## config.mk

```make
export PLATFORM = sky130hd
export DESIGN_NAME = uart_tx_frame_serializer_flat
export DESIGN_NICKNAME = d
export VERILOG_FILES = /design/src/rtl/uart_tx_frame_serializer_if.sv /design/src/rtl/uart_tx_frame_serializer.sv /design/src/flat_wrapper.sv
export SDC_FILE = /design/constraint.sdc
export NUM_CORES = 1
export LEC_CHECK = 0
export CORE_ASPECT_RATIO = 1.2
export CORE_MARGIN = 2
export CORE_UTILIZATION = 35
export DETAILED_ROUTE_END_ITERATION = 10
export GPL_ROUTABILITY_DRIVEN = 0
export GPL_TIMING_DRIVEN = 0
export PLACE_DENSITY = 0.58
export SYNTH_ARGS = -nofsm -noshare
export SYNTH_HDL_FRONTEND = slang
export SYNTH_SLANG_ARGS = --single-unit
```

## constraint.sdc

```tcl
create_clock -name CLK -period 6.6 [get_ports CLK]
set_input_delay 1.32 -clock CLK [delete_from_list [all_inputs] [get_ports CLK]]
set_output_delay 1.32 -clock CLK [all_outputs]
set_load 0.05 [all_outputs]
```

## src/rtl/uart_tx_frame_serializer_if.sv

```systemverilog
// Parallel-side request bundle and serial-side outputs of the UART transmitter.
// The master drives the word and frame options; the slave returns the serial line and busy.
interface uart_tx_frame_serializer_if #(
    parameter int DATA_WIDTH     = 8,
    parameter int PRESCALE_WIDTH = 6
);
    logic [DATA_WIDTH-1:0]     P_DATA;
    logic                      Data_Valid;
    logic                      PAR_EN;
    logic                      PAR_TYP;
    logic [PRESCALE_WIDTH-1:0] Prescale;
    logic                      TX_OUT;
    logic                      busy;

    modport master (
        output P_DATA, Data_Valid, PAR_EN, PAR_TYP, Prescale,
        input  TX_OUT, busy
    );

    modport slave (
        input  P_DATA, Data_Valid, PAR_EN, PAR_TYP, Prescale,
        output TX_OUT, busy
    );
endinterface

```

## src/rtl/uart_tx_frame_serializer.sv

```systemverilog
// UART transmitter: start bit, LSB-first data, optional even/odd parity, stop bit.
// Every bit lasts Prescale clocks; the frame options are frozen when the word is accepted.
module uart_tx_frame_serializer #(
    parameter int DATA_WIDTH     = 8,
    parameter int PRESCALE_WIDTH = 6
) (
    input  logic                           CLK,
    input  logic                           RST,
    uart_tx_frame_serializer_if.slave      tx_if
);
    localparam int BIT_W = $clog2(DATA_WIDTH) + 1;
    localparam logic [BIT_W-1:0] LAST_BIT = BIT_W'(DATA_WIDTH - 1);

    typedef enum logic [2:0] {IDLE, START, DATA, PARITY, STOP} state_t;

    state_t                    state_q, state_d;
    logic [PRESCALE_WIDTH-1:0] edge_cnt_q, edge_cnt_d;
    logic [BIT_W-1:0]          bit_cnt_q, bit_cnt_d;
    logic [DATA_WIDTH-1:0]     data_q, data_d;
    logic [DATA_WIDTH-1:0]     shift_q, shift_d;
    logic [PRESCALE_WIDTH-1:0] prescale_q, prescale_d;
    logic                      par_en_q, par_en_d;
    logic                      par_typ_q, par_typ_d;
    logic                      tx_out_q, tx_out_d;
    logic                      busy_q, busy_d;
    logic                      bit_done;

    assign bit_done = (edge_cnt_q == prescale_q - PRESCALE_WIDTH'(1));

    always_comb begin
        state_d    = state_q;
        edge_cnt_d = edge_cnt_q;
        bit_cnt_d  = bit_cnt_q;
        data_d     = data_q;
        shift_d    = shift_q;
        prescale_d = prescale_q;
        par_en_d   = par_en_q;
        par_typ_d  = par_typ_q;
        tx_out_d   = tx_out_q;
        busy_d     = busy_q;

        if (state_q == IDLE) begin
            if (tx_if.Data_Valid) begin
                state_d    = START;
                data_d     = tx_if.P_DATA;
                shift_d    = tx_if.P_DATA;
                par_en_d   = tx_if.PAR_EN;
                par_typ_d  = tx_if.PAR_TYP;
                prescale_d = (tx_if.Prescale == '0) ? PRESCALE_WIDTH'(1) : tx_if.Prescale;
                edge_cnt_d = '0;
                bit_cnt_d  = '0;
                tx_out_d   = 1'b0;
                busy_d     = 1'b1;
            end
        end else if (!bit_done) begin
            edge_cnt_d = edge_cnt_q + PRESCALE_WIDTH'(1);
        end else begin
            // Bit boundary: the line only ever changes here, which keeps TX_OUT glitch-free.
            edge_cnt_d = '0;
            case (state_q)
                START: begin
                    state_d   = DATA;
                    bit_cnt_d = '0;
                    tx_out_d  = shift_q[0];
                    shift_d   = shift_q >> 1;
                end
                DATA: begin
                    if (bit_cnt_q == LAST_BIT) begin
                        if (par_en_q) begin
                            state_d  = PARITY;
                            tx_out_d = par_typ_q ? ~^data_q : ^data_q;
                        end else begin
                            state_d  = STOP;
                            tx_out_d = 1'b1;
                        end
                    end else begin
                        bit_cnt_d = bit_cnt_q + BIT_W'(1);
                        tx_out_d  = shift_q[0];
                        shift_d   = shift_q >> 1;
                    end
                end
                PARITY: begin
                    state_d  = STOP;
                    tx_out_d = 1'b1;
                end
                STOP: begin
                    state_d  = IDLE;
                    tx_out_d = 1'b1;
                    busy_d   = 1'b0;
                end
                default: begin
                    state_d  = IDLE;
                    tx_out_d = 1'b1;
                    busy_d   = 1'b0;
                end
            endcase
        end
    end

    always_ff @(posedge CLK) begin
        if (RST) begin
            state_q    <= IDLE;
            edge_cnt_q <= '0;
            bit_cnt_q  <= '0;
            data_q     <= '0;
            shift_q    <= '0;
            prescale_q <= '0;
            par_en_q   <= 1'b0;
            par_typ_q  <= 1'b0;
            tx_out_q   <= 1'b1;
            busy_q     <= 1'b0;
        end else begin
            state_q    <= state_d;
            edge_cnt_q <= edge_cnt_d;
            bit_cnt_q  <= bit_cnt_d;
            data_q     <= data_d;
            shift_q    <= shift_d;
            prescale_q <= prescale_d;
            par_en_q   <= par_en_d;
            par_typ_q  <= par_typ_d;
            tx_out_q   <= tx_out_d;
            busy_q     <= busy_d;
        end
    end

    assign tx_if.TX_OUT = tx_out_q;
    assign tx_if.busy   = busy_q;
endmodule

```

## src/flat_wrapper.sv

```systemverilog
// flat-port wrapper written by rule: the top's interface ports become plain ports
module uart_tx_frame_serializer_flat 
#(
    parameter int DATA_WIDTH     = 8,
    parameter int PRESCALE_WIDTH = 6
)
  (CLK, RST, tx_if_P_DATA, tx_if_Data_Valid, tx_if_PAR_EN, tx_if_PAR_TYP, tx_if_Prescale, tx_if_TX_OUT, tx_if_busy);
  uart_tx_frame_serializer_if #(.DATA_WIDTH(DATA_WIDTH), .PRESCALE_WIDTH(PRESCALE_WIDTH)) tx_if_i ();
  input  logic CLK;
  input  logic RST;
  input wire logic [$bits(tx_if_i.P_DATA)-1:0] tx_if_P_DATA;
  input wire logic [$bits(tx_if_i.Data_Valid)-1:0] tx_if_Data_Valid;
  input wire logic [$bits(tx_if_i.PAR_EN)-1:0] tx_if_PAR_EN;
  input wire logic [$bits(tx_if_i.PAR_TYP)-1:0] tx_if_PAR_TYP;
  input wire logic [$bits(tx_if_i.Prescale)-1:0] tx_if_Prescale;
  output wire logic [$bits(tx_if_i.TX_OUT)-1:0] tx_if_TX_OUT;
  output wire logic [$bits(tx_if_i.busy)-1:0] tx_if_busy;
  assign tx_if_i.P_DATA = tx_if_P_DATA;
  assign tx_if_i.Data_Valid = tx_if_Data_Valid;
  assign tx_if_i.PAR_EN = tx_if_PAR_EN;
  assign tx_if_i.PAR_TYP = tx_if_PAR_TYP;
  assign tx_if_i.Prescale = tx_if_Prescale;
  assign tx_if_TX_OUT = tx_if_i.TX_OUT;
  assign tx_if_busy = tx_if_i.busy;
  uart_tx_frame_serializer #(.DATA_WIDTH(DATA_WIDTH), .PRESCALE_WIDTH(PRESCALE_WIDTH)) u_core (.CLK(CLK), .RST(RST), .tx_if(tx_if_i));
endmodule
```

==> results.md, run 1 <==
* Status: finished clean
* Final std cells w/o fill at 313
* Ys async rst share at 0
* CORE AREA at 5260 µm²
* ANT nets after route at 0
* WL per Instance at 13.0 µm
* Setup crit end kind: register
* Min Tclk post-route at 2.91 ns
* Root Buffer: clkbuf_8
* Fin util at 0.435
* Mapped Area at 1910 µm²
* Max Clk Rate at 344 MHz
* Hold Buf Count CTS at 0
* Hold depth at 2
* Number of synthesized flops with an enable pin at 0
* Tot Pwr at 568 µW
* Port Buffer Count at 19
* Via Count at 1,607
* Reg2reg start: u_core.state_q[1]
* Leakage at 0.840 nW
* Arr. time, crit path at 3.13 ns
* Vias in the first global route at 1,539
* Slew @ Worst Pin at 0.734 ns
* Syn_area_per_cell at 8.51 µm²
* CTS tree: done
* First-pass iteration count of the detailed router at 4
* RSZ-0062 raised after global routing: no
* Post CTS Setup Buffer Count at 0
* Die Height at 84.8 µm
* Row cnt at 29
* DR DRC count at 0
* Cts bufs inserted at 5
* Hold path startpoint: u_core.shift_q[7]
* Yosys warns at 0
* DP HPWL at 3020 µm
* P&R area growth vs syn at 20.2%
* Clk slew on worst S/H paths at 0.07 ns
* Dpl cells at 305
* Setup_tns at 0 ns
* DIE AREA at 6050 µm²
* H-tree Lvls at 2
* Initial DRC Count at 79
* Worst Setup Path Type: in -> reg
* Synth Instances at 224
* Clock Latency Late Sink at 0.29 ns
* Mapped Nets at 246
* Layout cells sized above 1 at 0.0637
* Peak VDD IR at 0.000127 V
* #FFs+latches synth at 39
* Slew Limit Fails at 0
* Worst-case clock buffer depth at 2
* Max Cap Violations at 0
* Initial antenna violation count at 0
* FF-to-FF path depth at 7
* Post-synthesis sequential area ratio at 0.410
* Drt via density at 5.13
* Clock skew at 0.00344 ns
* CP Launch Type: input pin
* Starting density of the core at 0.362
* Final number of setup-violating endpoints at 0
* RR Endpoint: u_core.data_q[0]
* Fin nets at 272
* Antenna fix cells at 0
* Final instance area at 2290 µm²
* PwrDens at 248 nW/µm²
* Rel. slew slack at 0.507
* Min Hold Slack at 0.459 ns
* Global-route wire length before repair at 7080 µm
* R2R Setup Slk at 4.06 ns
* HP Class: reg -> reg
* CP Max Fanout at 10
* Tcrit/Tclk final at 0.441
* Place WS at 3.40 ns
* Final hold viol count at 0
* CP required at 6.82 ns
* Post-synth top flop: dfxtp_1
* WHS Endpoint: u_core.shift_q[7]
* Placed Area at 2170 µm²
* Library cells used by synthesis at 42
* Largest net degree at the start of global routing at 13
* Num ports at 21
* Total grt overflow at 0
* Total clock sinks at 39
* All-Layer GR Usage at 0.147
* Die width at 71.4 µm
* Final worst slack at 3.69 ns
* Routed wire length at 4070 µm
* Post_cts resized at 0
[layout make-up]
class	instances	area (µm²)
Clock inverter	2	35.0
Sequential cell	39	781
Clock buffer	6	82.6
Timing Repair Buffer	19	190
Inverter	6	22.5
Multi-Input combinational cell	164	1030
Fill cell	516	2970
Buffer	15	68.8
Tap cell	62	77.6
[cell families (layout without fill, tap and decap cells)]
logic type / count (synthesis) / count (layout) / share of synthesized area
buffers and inverters: 21 / 48 / 0.0479
DFF: 39 / 39 / 0.410
muxes: 9 / 9 / 0.0473
xor gates and xnor gates: 17 / 17 / 0.0854
adders and majority gates: 3 / 3 / 0.0197
and+or+nand+nor: 85 / 85 / 0.219
AOI/OAI and AO/OA: 50 / 50 / 0.171
[synthesized netlist by cell type, types with 2 or more instances]
master,count,area [µm²]
xnor2_1,9,78.8
xor2_1,7,61.3
nand3b_1,2,15.0
clkbuf_1,12,45.0
o21ai_0,8,40.0
and2_1,2,12.5
inv_1,6,22.5
or3_1,5,31.3
dfxtp_1,39,781
nor3_1,14,70.1
a211oi_1,2,15.0
nand2_1,36,135
ha_1,3,37.5
or4_1,2,15.0
nor2_1,8,30.0
a31o_1,7,61.3
nor2b_1,3,18.8
o211ai_1,2,15.0
a21oi_1,22,110
nand3_1,5,25.0
mux2i_1,9,90.1
[report_power, final]
group / switching [mW] / internal [mW]
Clock: 0.0823 / 0.122
Sequential: 0.0103 / 0.249
Combinational: 0.0553 / 0.0493
[critical path: stages]
cell             delay (ns)
clkdlybuf4s50_1        0.55
and2_1                 0.19
clkbuf_1               0.41
clkbuf_1               0.42
nand2_1                0.11
a21oi_1                0.13
[metal layers]
metal | GRT usage | part of all wire | vias up
met3 | 0.0356 | 0.029 | 4
met1 | 0.189 | 0.48 | 743
met5 | 0 | 0 | -
li1 | - | - | 838
met4 | 0.0412 | 0.0052 | 0
met2 | 0.243 | 0.48 | 22
[worst max-delay path by stage]
stage	from	end	slack (ns)
global route	tx_if_Data_Valid	u_core.data_q[2]	3.52
CTS	tx_if_Data_Valid	u_core.par_en_q	3.71
detailed placement	tx_if_Data_Valid	u_core.par_en_q	3.40
global placement	tx_if_Data_Valid	u_core.data_q[3]	3.42
finish	tx_if_Data_Valid	u_core.data_q[0]	3.69
floorplan	RST	u_core.prescale_q[0]	4.26
[cells in the final DEF (no fill, tap or decap), drive strengths merged, types with 2 or more instances in the layout]
cell type      instances
or3                    6
nor2                   8
nor2b                  3
dfxtp                 39
a21oi                 22
or4                    2
a31o                   8
nor3                  14
inv                    6
o21ai                  8
buf                    3
mux2i                  9
o211ai                 2
xnor2                  9
a211oi                 2
nand2                 36
xor2                   7
nand3                  5
and2                   2
clkdlybuf4s50         19
nand3b                 2
ha                     3
clkbuf                18
[sequential cells by signal, indices dropped and copies added, names as in the netlist]
register             cells
u_core.tx_if.busy        1
u_core.par_typ_q         1
u_core.data_q            8
u_core.par_en_q          1
u_core.bit_cnt_q         4
u_core.tx_if.TX_OUT      1
u_core.edge_cnt_q        6
u_core.shift_q           8
u_core.prescale_q        6
u_core.state_q           3
Note: power is estimated with default switching activity, not from simulation.
==> run 2, diff against run 1 <==
- clock period: 6.6 -> 2.8 ns (I/O delays scaled with it)
==> run 2 against run 1 <==
Design area increased by 0.22%; largest cell class unchanged; sequential cell count unchanged; worst setup slack got worse by 3.3 ns; critical endpoint is now u_core.shift_q[2]; power increased by 140%; first-iteration DRC count unchanged; core utilization increased by 0.095 points; critical path type is now reg -> reg.
==> results.md, run 2 (synthesis results as in run 1) <==
* Slowest cell on the critical path: or4_1
* Max Cap Violations at 0 (unchanged)
* Port Buffer Count at 19 (unchanged)
* Row cnt at 29 (unchanged)
* DR DRC count at 0 (unchanged)
* CP Launch Type: register
* Final number of setup-violating endpoints at 0 (unchanged)
* Antenna fix cells at 0 (unchanged)
* Most frequent cells in the layout: dfxtp_1, nand2_1, a21oi_1
* All-Layer GR Usage at 0.147 (unchanged)
* Cts bufs inserted at 5 (unchanged)
* Fin util at 0.436 (+0.000951)
* Die Height at 84.8 µm (unchanged)
* Setup_tns at 0 ns (unchanged)
* Slew @ Worst Pin at 0.616 ns (-0.118 ns)
* FF-to-FF path depth at 7 (unchanged)
* Post CTS Setup Buffer Count at 0 (unchanged)
* Largest net degree at the start of global routing at 13 (unchanged)
* Max Clk Rate at 409 MHz
* Clock Latency Late Sink at 0.29 ns (about the same)
* Min Hold Slack at 0.459 ns (-0.000457 ns)
* Status: finished clean
* Fin nets at 272 (unchanged)
* Num ports at 21 (unchanged)
* Arr. time, crit path at 2.63 ns (-0.50 ns)
* DIE AREA at 6050 µm² (unchanged)
* Initial DRC Count at 79 (unchanged)
* Commonest non-fill, non-tap cell in the layout: dfxtp_1
* H-tree Lvls at 2 (unchanged)
* PwrDens at 584 nW/µm² (+140%)
* Setup crit end kind: register
* WL per Instance at 13.0 µm (about the same)
* P&R area growth vs syn at 20.5%
* CP Max Fanout at 10 (unchanged)
* Hold depth at 2 (unchanged)
* Placed Area at 2170 µm² (unchanged)
* Min Tclk post-route at 2.45 ns
* Clk network pwr share at 0.360 (about the same)
* Comb power frac at 0.184 (about the same)
* Starting density of the core at 0.362 (unchanged)
* R2R Setup Slk at 0.35 ns (-3.71 ns)
* First-pass iteration count of the detailed router at 4 (unchanged)
* Die width at 71.4 µm (unchanged)
* Final instance area at 2300 µm² (+0.22%)
* WP buf/inv at 2 (-1)
* Leakage at 0.842 nW (+0.23%)
* Layout cells sized above 1 at 0.0677 (+0.00398)
* Peak VDD IR at 0.000299 V (+140%)
* Worst path depth at 7 (+1)
* Crit path largest cell delay at 0.49 ns (-0.06 ns)
* Clk slew on worst S/H paths at 0.08 ns (about the same)
* Sw Ratio at 0.260 (about the same)
* Tcrit/Tclk final at 0.874
* Routed wire length at 4070 µm (about the same)
* Crit path max-delay family: simple AND/OR/NAND/NOR gates
* DP HPWL at 3020 µm (unchanged)
* Vias in the first global route at 1,539 (unchanged)
* ANT nets after route at 0 (unchanged)
* Via Count at 1,614 (+0.44%)
* Seq pwr share at 0.456 (about the same)
* Total grt overflow at 0 (unchanged)
* Net Sw Power at 348 µW (+140%)
* P_int at 992 µW (+140%)
* CP required at 2.98 ns (-3.84 ns)
* CORE AREA at 5260 µm² (unchanged)
* Worst-case clock buffer depth at 2 (unchanged)
* RSZ-0062 raised after global routing: no
* Largest registers: u_core.data_q (8), u_core.shift_q (8)
* Clock skew at 0.00386 ns (+0.000419 ns)
* Drt via density at 5.16 (+0.44%)
* HP Class: reg -> reg
* CTS tree: done
* Tot Pwr at 1.34 mW (+140%)
* Initial antenna violation count at 0 (unchanged)
* Worst Setup Path Type: reg -> reg
* Crit-path cells: or3_4 > or4_1 > a32oi_2 > a31oi_1 > buf_4 > buf_6 > a31o_1
* Slew Limit Fails at 0 (unchanged)
* Rel. slew slack at 0.590 (+0.0827)
* Final hold viol count at 0 (unchanged)
* Root Buffer: clkbuf_8
* Total clock sinks at 39 (unchanged)
* Global-route wire length before repair at 7080 µm (unchanged)
## run 2: cell types whose count changed in the layout (fill, tap and decap cells not counted)
cell	previous run	this run
nor3_1	14	13
nor3_2	0	1
## run 2: area by class of cell
| class | count | area [µm²] |
|---|---|---|
| tap | 62 | 77.6 |
| timing repair buffer | 19 | 190 |
| fill | 515 | 2970 |
| multi-input combinational | 164 | 1040 |
| clock buffer | 6 | 82.6 |
| clock inverter | 2 | 35.0 |
| buffer | 15 | 68.8 |
| inverter | 6 | 22.5 |
| sequential | 39 | 781 |
## run 2: worst reg2reg max path, stage by stage, from the launching register on
cell     delay, ns
dfxtp_1       0.36
or3_4         0.42
or4_1         0.49
a32oi_2       0.28
a31oi_1       0.20
buf_4         0.24
buf_6         0.15
a31o_1        0.21
## run 2: final timing paths
path / end / from
max: u_core.shift_q[2] / u_core.prescale_q[0]
min reg2reg: u_core.shift_q[7] / u_core.shift_q[7]
min: u_core.shift_q[7] / u_core.shift_q[7]
max reg2reg: u_core.shift_q[2] / u_core.prescale_q[0]
## run 2: per-stage QoR
stage               worst slack [ns]  std cells
floorplan                      0.633        224
global placement               0.286        305
detailed placement             0.250        305
CTS                            0.242        313
global route                   0.196        313
finish                         0.353        313
## run 2: layer usage
layer	wire, µm	GRT usage	up-vias
met1	1940	0.189	751
li1	-	-	838
met3	119	0.0356	4
met2	2000	0.243	21
met5	0	0	-
met4	21	0.0412	0
## run 2: timing repair
action | 4_1_cts | 5_1_grt
hold buffers | 0 | 0
resized for setup | 0 | 1
endpoints found under the setup margin | 0 | 10
## run 2: power by group through the flow
stage               Sequential, mW  Clock [mW]  Combinational [mW]
global placement             0.623           0               0.247
detailed placement           0.624           0               0.248
global route                 0.615       0.514               0.273
floorplan                    0.627           0               0.169
CTS                          0.611       0.496               0.249
finish                       0.611       0.482               0.247
==> run 3, diff against run 2 <==
- TNS_END_PERCENT: default -> 5
==> results of run 3 <==
No change in the layout: final DEF, timing and power equal those of run 2.
